## src/rtl/trng_seq_ctrl.sv

```systemverilog
// Sequencing controller for a ring-oscillator TRNG: warm-up, Von Neumann byte
// collection, FIFO push with backpressure, and a repetition-count health test.
module trng_seq_ctrl #(
  parameter int WARMUP_CYCLES = 64,
  parameter int RCT_LIMIT     = 16
) (
  input  logic       clk,
  input  logic       reset,
  input  logic       run,
  input  logic       clear_fail,
  input  logic       raw_bit,
  input  logic       pp_valid,
  input  logic       fifo_full,
  output logic       enable_ro,
  output logic       enable_pp,
  output logic       enable_shift,
  output logic       enable_fifo,
  output logic [2:0] delay_cfg,
  output logic       busy,
  output logic       health_fail
);

  typedef enum logic [2:0] {IDLE, WARMUP, COLLECT, PUSH, FAIL} state_t;

  localparam logic [9:0] WARM_LAST = 10'(WARMUP_CYCLES - 1);
  localparam logic [7:0] RCT_MAX   = 8'(RCT_LIMIT);

  state_t     state, state_next;
  logic [9:0] warm_cnt;
  logic [2:0] bit_cnt;
  logic [7:0] rct_cnt, rct_next;
  logic       prev_bit;
  logic       rct_active, rct_hit, byte_done, write_ok;

  // A zero count means no sample has been seen yet since the counters were cleared.
  always_comb begin
    rct_active = (state == COLLECT) || (state == PUSH);
    if (rct_cnt == 8'd0 || raw_bit != prev_bit)
      rct_next = 8'd1;
    else if (rct_cnt == RCT_MAX)
      rct_next = RCT_MAX;
    else
      rct_next = rct_cnt + 8'd1;
    rct_hit   = rct_active && (rct_next == RCT_MAX);
    byte_done = pp_valid && (bit_cnt == 3'd7);
    write_ok  = (state == PUSH) && !fifo_full && !rct_hit;
  end

  always_ff @(posedge clk or posedge reset) begin
    if (reset) state <= IDLE;
    else       state <= state_next;
  end

  // Health failure outranks every other transition, including run dropping.
  always_comb begin
    state_next = state;
    case (state)
      IDLE:    if (run) state_next = WARMUP;
      WARMUP:  if (!run) state_next = IDLE;
               else if (warm_cnt == WARM_LAST) state_next = COLLECT;
      COLLECT: if (rct_hit) state_next = FAIL;
               else if (!run) state_next = IDLE;
               else if (byte_done) state_next = PUSH;
      PUSH:    if (rct_hit) state_next = FAIL;
               else if (!fifo_full) state_next = run ? COLLECT : IDLE;
      FAIL:    if (clear_fail) state_next = IDLE;
      default: state_next = IDLE;
    endcase
  end

  always_comb begin
    enable_ro    = 1'b0;
    enable_pp    = 1'b0;
    enable_shift = 1'b0;
    enable_fifo  = 1'b0;
    busy         = (state != IDLE);
    health_fail  = (state == FAIL);
    case (state)
      WARMUP:  enable_ro = 1'b1;
      COLLECT: begin
        enable_ro    = 1'b1;
        enable_pp    = 1'b1;
        enable_shift = pp_valid;
      end
      PUSH: begin
        enable_ro   = 1'b1;
        enable_fifo = !fifo_full && !rct_hit;
      end
      default: ;
    endcase
  end

  // Counters are cleared while idle so every run starts from a fresh warm-up.
  always_ff @(posedge clk or posedge reset) begin
    if (reset) begin
      warm_cnt  <= '0;
      bit_cnt   <= '0;
      rct_cnt   <= '0;
      prev_bit  <= 1'b0;
      delay_cfg <= '0;
    end else begin
      case (state)
        IDLE: begin
          warm_cnt <= '0;
          bit_cnt  <= '0;
          rct_cnt  <= '0;
        end
        WARMUP:  warm_cnt <= warm_cnt + 10'd1;
        COLLECT: begin
          if (!run)          bit_cnt <= '0;
          else if (pp_valid) bit_cnt <= bit_cnt + 3'd1;
        end
        default: ;
      endcase
      if (rct_active) begin
        rct_cnt  <= rct_next;
        prev_bit <= raw_bit;
      end
      if (write_ok) delay_cfg <= delay_cfg + 3'd1;
    end
  end

endmodule
```

## config.mk

```make
export PLATFORM = sky130hd
export DESIGN_NAME = trng_seq_ctrl
export DESIGN_NICKNAME = d
export VERILOG_FILES = /design/src/rtl/trng_seq_ctrl.sv
export SDC_FILE = /design/constraint.sdc
export NUM_CORES = 1
export LEC_CHECK = 0
export BUFFER_PORTS_ARGS = -buffer_cell sky130_fd_sc_hd__buf_2
export CAP_MARGIN = 30
export CORE_MARGIN = 10
export CORE_UTILIZATION = 58
export DETAILED_ROUTE_END_ITERATION = 6
export GPL_TIMING_DRIVEN = 1
export PLACE_DENSITY = 0.87
export SYNTH_ARGS = -nofsm -noshare
export SYNTH_HDL_FRONTEND = slang
export SYNTH_SLANG_ARGS = --single-unit
```

## constraint.sdc

```tcl
create_clock -name clk -period 2.5 [get_ports clk]
set_input_delay 0.25 -clock clk [delete_from_list [all_inputs] [get_ports clk]]
set_output_delay 0.25 -clock clk [all_outputs]
set_load 0.05 [all_outputs]
```

==> flow_summary.json <==
{
  "outcome": "complete, no violations",
  "cp_slowest_cell": "dfrtp_1",
  "finalCritPeriodShare_pct": 99.5,
  "synthAdderAreaFrac_pct": 4.43,
  "place_area_um2": 1790,
  "worstSetupPathType": "register to output pin",
  "syn_nets": 201,
  "ant_nets": 0,
  "yosysUniqueCellTypes": 49,
  "fin_util_pct": 71.3,
  "hold_class": "input port to register",
  "grt_pass1_wl_um": 7030,
  "routed_wl_um": 4350,
  "power_leakage_nw": 0.937,
  "first_pass_iters": 7,
  "io_buffers": 15,
  "dieArea_um2": 5490,
  "cts_tree": "done",
  "power_switching_mw": 0.890,
  "synthCells": 188,
  "synth_ff_type": "dfrtp_1",
  "yosys-top-cells-area": "dfrtp_1 41%, nand2_1 7.3%, ha_1 4.4%",
  "cts_made_buffers": 3,
  "final_max_slew_viol_count": 0,
  "nets": 228,
  "cts_root_buf": "clkbuf_4",
  "worstPathRequired_ps": 2250,
  "p_sw_share_pct": 47.7,
  "synth_most_common_cell": "nand2_1",
  "ios": 16,
  "first_global_vias": 1445,
  "synth_top_cell_by_area": "dfrtp_1",
  "grtUsageTotal_pct": 16.0,
  "critPathMaxStageDelay_ps": 400,
  "synth-simple-area-share_pct": 27.7,
  "die_h_um": 74.1,
  "fmax_ghz": 0.402,
  "antennaDiodeCount": 0,
  "dp_hpwl_um": 2840,
  "crit_fanout": 6,
  "path_cells": "buf_4, ha_4, nand3_4, o21a_1, nor4_2, nand4_2, nand4b_4, inv_2, buf_8",
  "avgViaCountPerCell": 6.23,
  "post-route-cell-area_um2": 1980,
  "pwr-share-clk_pct": 11.9,
  "antenna_found_initial": 0,
  "drc_errors": 0,
  "finalSetupViolCount": 0,
  "synth_edf_count": 0,
  "die_x_um": 74.1,
  "end_kind": "output pin",
  "syn_area_um2": 1700,
  "syn_to_final_growth_pct": 16.9,
  "synth_top_cell_area_share_pct": 41.3,
  "numClockSinks": 28,
  "rows": 19,
  "clkTransAtPathRegs_ps": 150,
  "grt_max_degree": 29,
  "worstPathArrival_ps": 2240,
  "syn_avg_cell_area_um2": 9.02,
  "layout-drive-gt1-share_pct": 25.2,
  "vias": 1526,
  "max_cap_viol_count": 0,
  "ir_worst_vdd_mv": 0.937,
  "drtIter0Drc": 276,
  "synth_xor_area_share_pct": 3.62,
  "muxShareOfSynthArea_pct": 0.886,
  "p_per_area_nw_per_um2": 942,
  "synth_top_family_by_area": "simple AND/OR/NAND/NOR gates",
  "power_frac_comb_pct": 54.2,
  "synth-compound-area-share_pct": 17.6,
  "wl_per_cell_um": 17.8,
  "period_needed_ps": 2490,
  "synth_common_cells": "33 x nand2_1, 28 x dfrtp_1, 15 x nor2_1",
  "seq_power_share_pct": 34.0,
  "crit_path_start_kind": "register",
  "rsz0062_at_grt": "true",
  "htreeDepth": 1,
  "async_flop_share_pct": 100,
  "place_congestion": 0.905,
  "finalHoldViolCount": 0,
  "clk_path_buf_depth": 2,
  "start_util_pct": 61.0,
  "finClkSkew_ps": 7.38,
  "tightest_slew_ps": 654,
  "hold_ws_ps": 102,
  "relSlewSlack_pct": 56.4,
  "p_int_mw": 0.976,
  "yosys_warnings": 0,
  "worstSkewPairLatency_ps": 340,
  "ys_seq_area_share_pct": 41.3,
  "fp.coreArea_um2": 2780,
  "grt_overflow": 0,
  "ys_ff_latch": 28
}
power groups by stage:
stage | clock, mW | sequential, mW | combinational, mW
after global placement | 0 | 0.635 | 0.814
after CTS | 0.227 | 0.626 | 0.931
after detailed placement | 0 | 0.644 | 0.845
after floorplan | 0 | 0.679 | 0.600
after global routing | 0.244 | 0.645 | 1.10
final | 0.221 | 0.634 | 1.01
registers in the layout, indices dropped and copies added, names as in the netlist:
| signal | flops |
|---|---|
| warm_cnt | 10 |
| rct_cnt | 8 |
| bit_cnt | 3 |
| delay_cfg | 3 |
| state | 3 |
| prev_bit | 1 |
layer usage:
metal / global-route usage [%] / wire (um) / up-vias
met5: 0 / 0 / -
met4: 5.59 / 102 / 0
met3: 3.06 / 284 / 10
met2: 26.4 / 2190 / 73
met1: 20.2 / 1780 / 724
li1: - / - / 719
layout make-up:
class	instances	area (um2)
multi-input cells	144	970
fillers	197	800
flip-flops and latches	28	703
repair buffers	30	204
well taps	31	38.8
clock buffers	4	36.3
inverters	8	30.0
through the flow:
| stage | std cells | total power, mW | worst slack [ps] | setup TNS (ps) |
|---|---|---|---|---|
| floorplan | 188 | 1.28 | 419 | 0 |
| finish | 245 | 1.87 | 12.7 | 0 |
| global placement | 229 | 1.45 | 273 | 0 |
| CTS | 241 | 1.78 | -29.1 | -29.1 |
| global route | 245 | 1.99 | -79.2 | -79.2 |
| detailed placement | 229 | 1.49 | 135 | 0 |
kinds of logic (layout without fill, tap and decap cells):
| group | count (synthesis) | after routing |
|---|---|---|
| mux | 1 | 1 |
| fa+ha+maj | 6 | 6 |
| buf+inv | 16 | 42 |
| xor+xnor | 7 | 7 |
| simple gates | 88 | 88 |
| compound gates | 42 | 42 |
| flops | 28 | 28 |
final timing paths:
check | from | to | slack (ps) | cells after the start
setup / recovery | rct_cnt[1] | enable_fifo | 10 | 9
hold / removal | clear_fail | state[2] | 100 | 2
setup reg to reg | rct_cnt[3] | delay_cfg[1] | 140 | 8
hold reg to reg | delay_cfg[2] | delay_cfg[2] | 490 | 1
max in group asynchronous | reset | rct_cnt[3] | 1720 | 4
min in group asynchronous | reset | rct_cnt[4] | 500 | 4
placed cells by master (no fill, tap or decap), types with 5 or more instances in the layout:
cell,count
nand2_1,32
dfrtp_1,26
nor2_1,15
buf_2,14
o21ai_0,13
buf_4,13
nand3_1,8
xnor2_1,5
inv_1,5
critical path: cells and delay by family, from the launching register on:
kind | cells | cell delay (ps)
AND/OR/NAND/NOR | 4 | 780
flip-flops | 1 | 400
buffers and inverters | 3 | 330
AO/OA/AOI/OAI | 1 | 210
adder cells (fa/ha/maj) | 1 | 170
what timing repair did:
| item | in CTS | in global routing |
|---|---|---|
| endpoints found under the hold margin | 28 | 0 |
| hold buffers | 1 | 0 |
| buffers inserted | 7 | 4 |
| pin swaps | 3 | 10 |
| gates resized for setup | 7 | 10 |
| setup endpoints to repair | 1 | 1 |
No activity file was read; power rests on OpenSTA's default activity.
